--- src/rtl/ula_arbiter.sv ---
// ---------------------------------------------------------------------------
// ula_arbiter
//
// Purpose
//   Shares one purely combinational 8-bit ULA between two requesters. Each
//   requester hands over one operation through a valid/ready handshake
//   (reqN/gntN). The arbiter registers the operands and drives the ULA from
//   those registers for one cycle. It then captures the ULA result and zero
//   flag and strobes doneN for the owning requester.
//
//   Sequence: IDLE (arbitrate / accept) -> EXEC (ULA driven, result captured
//   on the edge) -> DONE (one-cycle done strobe) -> IDLE.
//   Accept-to-done latency is 2 cycles. Throughput is 1 op per 3 cycles.
//
// Optional feature (macro ULA_ARB_OPCHK_EN)
//   When the macro is defined, opcodes 110/111 are still accepted and
//   sequenced normally. At capture they produce res = 0, zero = 0, err = 1.
//   When the macro is undefined, the opcode is forwarded untouched and err is
//   always 0.
//
// Ports
//   clk            in   rising-edge clock
//   rst            in   synchronous reset, active-high
//   req0/req1      in   requester valid; operands held stable until accepted
//   opa0/opb0      in   [7:0] requester 0 operands
//   opa1/opb1      in   [7:0] requester 1 operands
//   ctl0/ctl1      in   [2:0] ULA opcode
//                       (000 add, 001 sub, 010 and, 011 or, 100 xor, 101 slt)
//   gnt0/gnt1      out  combinational ready; transfer when reqN & gntN
//   done0/done1    out  one-cycle result strobe for the owning requester
//   res            out  [7:0] registered result, qualified by done0/done1
//   zero           out  registered ULA zero flag
//   err            out  illegal-opcode flag, valid with done
//   alu_a/alu_b    out  [7:0] to ULA SrcA/SrcB
//   alu_ctl        out  [2:0] to ULA ULAControl
//   alu_res        in   [7:0] from ULA result
//   alu_z          in   from ULA zero flag
// ---------------------------------------------------------------------------
module ula_arbiter (
    input  logic       clk,
    input  logic       rst,
    input  logic       req0,
    input  logic [7:0] opa0,
    input  logic [7:0] opb0,
    input  logic [2:0] ctl0,
    output logic       gnt0,
    output logic       done0,
    input  logic       req1,
    input  logic [7:0] opa1,
    input  logic [7:0] opb1,
    input  logic [2:0] ctl1,
    output logic       gnt1,
    output logic       done1,
    output logic [7:0] res,
    output logic       zero,
    output logic       err,
    output logic [7:0] alu_a,
    output logic [7:0] alu_b,
    output logic [2:0] alu_ctl,
    input  logic [7:0] alu_res,
    input  logic       alu_z
);

    typedef enum logic [1:0] {
        S_IDLE = 2'd0,
        S_EXEC = 2'd1,
        S_DONE = 2'd2
    } state_t;

    state_t     state_q, state_d;
    logic       last_q,  last_d;   // requester served most recently
    logic       owner_q, owner_d;  // requester that owns the op in flight
    logic [7:0] opa_q,   opa_d;
    logic [7:0] opb_q,   opb_d;
    logic [2:0] ctl_q,   ctl_d;
    logic [7:0] res_q,   res_d;
    logic       zero_q,  zero_d;
    logic       err_q,   err_d;

    logic       win1;              // 1 when requester 1 wins arbitration

    // -----------------------------------------------------------------------
    // Arbitration. A lone request always wins. On a tie, the requester that
    // was not served last wins, which yields strict alternation 0,1,0,1...
    // Grants are forced low during reset so nothing can be accepted while
    // the state is being cleared.
    // -----------------------------------------------------------------------
    always_comb begin
        // NOTE: every signal driven here gets a default first, so no path
        // through the block can leave it unassigned and infer a latch.
        win1 = 1'b0;
        gnt0 = 1'b0;
        gnt1 = 1'b0;
        if (req0 && req1) begin
            win1 = ~last_q;
        end else begin
            win1 = req1;
        end
        if (!rst && (state_q == S_IDLE)) begin
            gnt0 = req0 & ~win1;
            gnt1 = req1 &  win1;
        end
    end

    // -----------------------------------------------------------------------
    // Next-state / datapath update.
    // -----------------------------------------------------------------------
    always_comb begin
        state_d = state_q;
        last_d  = last_q;
        owner_d = owner_q;
        opa_d   = opa_q;
        opb_d   = opb_q;
        ctl_d   = ctl_q;
        res_d   = res_q;
        zero_d  = zero_q;
        err_d   = err_q;

        case (state_q)
            S_IDLE: begin
                if (gnt0) begin
                    opa_d   = opa0;
                    opb_d   = opb0;
                    ctl_d   = ctl0;
                    owner_d = 1'b0;
                    last_d  = 1'b0;
                    state_d = S_EXEC;
                end else if (gnt1) begin
                    opa_d   = opa1;
                    opb_d   = opb1;
                    ctl_d   = ctl1;
                    owner_d = 1'b1;
                    last_d  = 1'b1;
                    state_d = S_EXEC;
                end
            end

            S_EXEC: begin
`ifdef ULA_ARB_OPCHK_EN
                // Opcodes 11x have no ULA operation. Flag them and replace
                // the ULA's default output with res = 0, zero = 0.
                if (ctl_q[2:1] == 2'b11) begin
                    res_d  = 8'h00;
                    zero_d = 1'b0;
                    err_d  = 1'b1;
                end else begin
                    res_d  = alu_res;
                    zero_d = alu_z;
                    err_d  = 1'b0;
                end
`else
                res_d  = alu_res;
                zero_d = alu_z;
                err_d  = 1'b0;
`endif
                state_d = S_DONE;
            end

            S_DONE: begin
                state_d = S_IDLE;
            end

            default: begin
                state_d = S_IDLE;
            end
        endcase
    end

    // -----------------------------------------------------------------------
    // State registers.
    // -----------------------------------------------------------------------
    always_ff @(posedge clk) begin
        // NOTE: every register here holds control or visible output state,
        // so all of them are reset. last resets to 1 so that requester 0 wins
        // the first tie.
        if (rst) begin
            // NOTE: sequential state uses non-blocking assignments, so every
            // flop samples its pre-edge value regardless of statement order.
            state_q <= S_IDLE;
            last_q  <= 1'b1;
            owner_q <= 1'b0;
            opa_q   <= 8'h00;
            opb_q   <= 8'h00;
            ctl_q   <= 3'b000;
            res_q   <= 8'h00;
            zero_q  <= 1'b0;
            err_q   <= 1'b0;
        end else begin
            state_q <= state_d;
            last_q  <= last_d;
            owner_q <= owner_d;
            opa_q   <= opa_d;
            opb_q   <= opb_d;
            ctl_q   <= ctl_d;
            res_q   <= res_d;
            zero_q  <= zero_d;
            err_q   <= err_d;
        end
    end

    // -----------------------------------------------------------------------
    // Outputs. The ULA inputs come straight from the operand registers. They
    // keep the last operands outside EXEC, which is harmless because the ULA
    // is combinational. done is masked by rst, so a reset during DONE aborts
    // the operation without a strobe.
    // -----------------------------------------------------------------------
    assign alu_a   = opa_q;
    assign alu_b   = opb_q;
    assign alu_ctl = ctl_q;

    assign done0 = !rst && (state_q == S_DONE) && !owner_q;
    assign done1 = !rst && (state_q == S_DONE) &&  owner_q;

    assign res  = res_q;
    assign zero = zero_q;
    assign err  = err_q;

endmodule

--- config.mk ---
export PLATFORM = sky130hd
export DESIGN_NAME = ula_arbiter
export DESIGN_NICKNAME = d
export VERILOG_FILES = /design/src/rtl/ula_arbiter.sv
export SDC_FILE = /design/constraint.sdc
export NUM_CORES = 1
export LEC_CHECK = 0
export ABC_AREA = 1
export CAP_MARGIN = 30
export CORE_ASPECT_RATIO = 0.5
export CORE_MARGIN = 2
export CORE_UTILIZATION = 24
export DETAILED_ROUTE_END_ITERATION = 6
export PLACE_DENSITY = 0.58
export RECOVER_POWER = 50
export REMOVE_ABC_BUFFERS = 1
export SLEW_MARGIN = 20
export SYNTH_ARGS = -nofsm -noshare
export SYNTH_HDL_FRONTEND = slang
export SYNTH_SLANG_ARGS = --single-unit
--- constraint.sdc ---
create_clock -name clk -period 1.6 [get_ports clk]
set_input_delay 0.32 -clock clk [delete_from_list [all_inputs] [get_ports clk]]
set_output_delay 0.32 -clock clk [all_outputs]
set_load 0.01 [all_outputs]
# == Word-level counts from Yosys, hierarchy flattened ==
# Index checks and enable logic that the tools add are counted.
# W data, S select, Z words.
# word_totals
regBits,32
wordCells,39
in_bits,51
out_inout_bits,33
# op_classes
bitwise,4
mux,14
n_eq_ne,3
n_reduce_logical,10
# op_table
op,count
$mux W8,4
$mux W3,2
$logic_and A1 B1 Y1,5
$mux W1,5
$mux W2,2
$pmux W2 S2,1
$ne A3 B3 Y1 const B,1
$and A1 B1 Y1,2
$eq A2 B1 Y1 const B,1
$eq A2 B2 Y1 const B,1
$logic_not A1 Y1,2
$logic_not A2 Y1,1
$not A1 Y1,2
$reduce_and A2 Y1,1
$reduce_bool A2 Y1,1

# == Logic depth before layout (Yosys ltp) ==
# logic_depth
word_depth,7
ltp_mapped,8
mapped_depth_nobuf,7

# == Worst setup path after synthesis ==
# No wires, ideal clock.
# synth_timing
kind,input port to output port
start,in rst
end,out done0
t_required_ns,1.280
setup_slack_ns,0.382
n_path_buf,1
path_stages,4
arrival_time_ns,0.898
path_cell_list,inv_2 -> clkbuf_1 -> nand3_1 -> nor2_1
# synth_between
elab_chain_len,3
# synth_rtl
element,line,rtl
from (decl),41,"input logic rst,"
$logic_not A1 Y1,211,assign done0 = !rst && (state_q == S_DONE) && !owner_q;
$logic_and A1 B1 Y1 (2 in series),211,
to (decl),47,"output logic done0,"
# Every way passes these cells.

# == Worst setup path in the final report ==
# layout_timing
start,reg ctl_q[0] (netlist: alu_ctl[0])
end,out alu_ctl[0]
# layout_lines
element,line,rtl
from (decl),75,"logic [2:0] ctl_q, ctl_d;"
from (signal assigned),194,ctl_q <= ctl_d;
to (decl),59,"output logic [2:0] alu_ctl,"
# No word-level cell between the ends.

==> out/metrics.csv <==
metric,value,unit
status,finished clean,
mux contribution to synthesized area,0,
adder-cell share of the synthesized area,0,
Worst path slowest cell,dlygate4sd3_1,
Startpoint Class,register,
Flop pwr share,0.373,
P per Cell Area,885.6,nW/um^2
Final Hold Viols,0,
min cycle time layout,1.539,ns
CTS sink count,32,
WL/cell,12.34,um
post-route ant nets,0,
diodes inserted,0,
Peak VDD IR,0.4115,mV
CP Data Required Time,1.28,ns
Final setup viols,0,
"Period Utilization, post-route",0.9616,
final WL,5135,um
Core Rows,20,
Net Sw Power,0.6354,mW
sequential share of the synthesized area,0.4207,
"reg-to-reg slack, setup",0.18,ns
endpoint class of the critical path,output port,
CP peak stage delay,0.62,ns
Final TNS setup,0,ns
pin count of the biggest net entering global routing,40,
port bufs,82,
GR Overflow Total,0,
clock share of power,0.365,
Starting Density,0.2494,
Placeable Area,6106,um^2
die height,60.33,um
hold slack final,0.3667,ns
DIE AREA,7037,um^2
largest family of logic cells by synthesized area,simple AND/OR/NAND/NOR gates,
Hold Crit Class,input port to register,
Max H-tree Level,2,
Comb power frac,0.262,
highest clock rate,650.0,MHz
TritonCTS clock tree,built,
Lkg Pwr,1.221,nW
CTS max path bufs,2,
CP cell instances,dlygate4sd3_1,
RSZ-0062 raised after global routing,no,
simple-gate share of the synthesized area,0.3394,
crit path DAT,1.22,ns
xor/xnor share of the synthesized area,0,
vias in the first global route,1693,
Via Count,1747,
Avg Vias per Cell,4.200,
DR DRC count,0,
CTS Hold Buffers Added,0,
"Clk pin slew, worst setup/hold paths",0.05,ns
RD Place Congestion,0.8051,
#FFs+latches synth,32,
detailed placement HPWL,3523,um
clock skew,0.004323,ns
ratio of cells with drive above 1 in the final layout,0.1037,
Yosys warnings,0,
initial antenna violation count,0,
number of nets in the layout,379,
synthesis-to-layout area growth,79.62,%
"delay-heaviest family, CP",buffers and inverters,
first-pass GRT wire length,7748,um
first-pass iteration count of the detailed router,4,
clk_lat worst skew,0.27,ns
Max Cap Viol,0,
Overall Global Routing Usage,0.1416,
Sw Ratio,0.2623,
1st-iter DRT viols,89,
Mapped Area,1523,um^2
CTS root buf,clkbuf_16,
internal power,1.787,mW
Cells after Synth,233,
critical-path maximum fanout,2,
Die X,116.6,um
crit path kind,register to output port,
total CTS buffers,5,
I/O pin cnt,84,
Post-Syn Area per Cell,6.535,um^2
max-slew violations,0,
count of cell types in the netlist,22,
buffers plus inverters on the worst setup path,1,
fillers,600,
Compound-Gate Fraction of Synth Area,0.1200,
## state kept, by name, indices dropped and copies added, names as in the netlist
register  flops
zero          1
owner_q       1
state_q       2
alu_ctl       3
last_q        1
alu_b         8
alu_a         8
res           8
## cell usage after synthesis
cell type	instances	area (um^2)
a21oi_1	1	5.000
o21ai_0	28	140.1
conb_1	1	3.750
a21oi_4	1	16.27
nand2_2	1	6.260
clkbuf_1	4	15.01
clkinv_1	1	3.750
a21oi_2	1	8.760
nand2_1	24	90.09
nand4_1	1	6.260
inv_2	1	3.750
inv_1	25	93.84
buf_6	2	22.52
nor2_2	1	6.260
buf_2	5	25.02
o21ai_1	1	5.000
nor2_4	1	11.26
o211ai_1	1	7.510
dfxtp_1	32	640.6
buf_4	2	15.01
nor2_1	79	296.5
nand3_1	20	100.1
## path summary, 6_finish.rpt
kind	start	endpoint	cells past startpoint
setup / recovery	alu_ctl[0]	alu_ctl[0]	1
hold / removal	rst	owner_q	3
setup reg to reg	state_q[0]	alu_a[2]	8
hold reg to reg	res[4]	res[4]	2
## timing repair
action,4_1_cts,5_1_grt
setup buffers,1,0
resized for setup,17,6
cloned,0,3
pin swaps,1,3
setup endpoints to repair,5,20
## cell type report
| type | instances | area [um^2] | share of cell area |
|---|---|---|---|
| clock buffers | 6 | 128.9 | 0.04712 |
| clock inverters | 1 | 5.005 | 0.001830 |
| inverters | 27 | 101.3 | 0.03705 |
| multi-input cells | 161 | 715.7 | 0.2617 |
| flip-flops and latches | 32 | 640.6 | 0.2342 |
| well taps | 88 | 110.1 | 0.04026 |
| repair buffers | 101 | 1033 | 0.3779 |
## layer usage
metal / up-vias / part of all wire / track usage / routed length [um]
met3: 4 / 0.047 / 0.03347 / 239
li1: 910 / - / - / -
met2: 38 / 0.51 / 0.2832 / 2626
met5: - / 0 / 0 / 0
met4: 0 / 0.0090 / 0.03025 / 46
met1: 795 / 0.43 / 0.1560 / 2222
## worst reg2reg max path, stage by stage (launching register included)
cell and delay [ns]:
dfxtp_1 0.31, nor2_1 0.18, nand2_2 0.08, buf_4 0.15, a21oi_4 0.19, buf_12 0.19
nand2_1 0.07, nor2_1 0.10, nor2_1 0.05
## power by group through the flow
stage	registers, mW	logic, mW	clock network [mW]
after floorplan	0.951	0.202	0
after global placement	0.918	0.594	0
after detailed placement	0.920	0.601	0
after CTS	0.905	0.613	0.903
after global routing	0.912	0.697	0.940
final	0.903	0.636	0.883
## metrics by stage
stage	total power, mW	instances	setup WS (ns)	utilization	instance area [um^2]
after CTS	2.420	413	-0.01177	0.4340	2650
after detailed placement	1.521	405	-0.4482	0.4117	2514
after floorplan	1.153	220	-0.1850	-	1445
after global routing	2.549	416	0.009737	0.4480	2735
after global placement	1.511	405	-0.4373	0.4117	2514
final	2.422	416	0.06143	0.4480	2735
## cells in the final DEF (no fill, tap or decap), types with 2 or more instances in the layout
cell type        synthesis  layout
dfxtp_1                 32      32
nand2_1                 24      22
buf_2                    5       2
dlygate4sd3_1            0      16
buf_4                    2      10
dlymetal6s2s_1           0       2
nor2_1                  79      79
inv_1                   25      25
nand2_2                  1       3
clkbuf_1                 4       4
a21oi_4                  1       2
clkbuf_16                0       8
o21ai_0                 28      28
clkdlybuf4s50_1          0      60
buf_12                   0       3
nand3_1                 20      20
## logic make-up (layout without fill, tap and decap cells)
family                 Yosys count  in the layout
AO/OA/AOI/OAI                   33             33
flip-flops                      32             32
other                            1              1
AND/OR/NAND/NOR                127            127
buffers and inverters           40            135
Note: power is estimated with default switching activity, not from simulation.
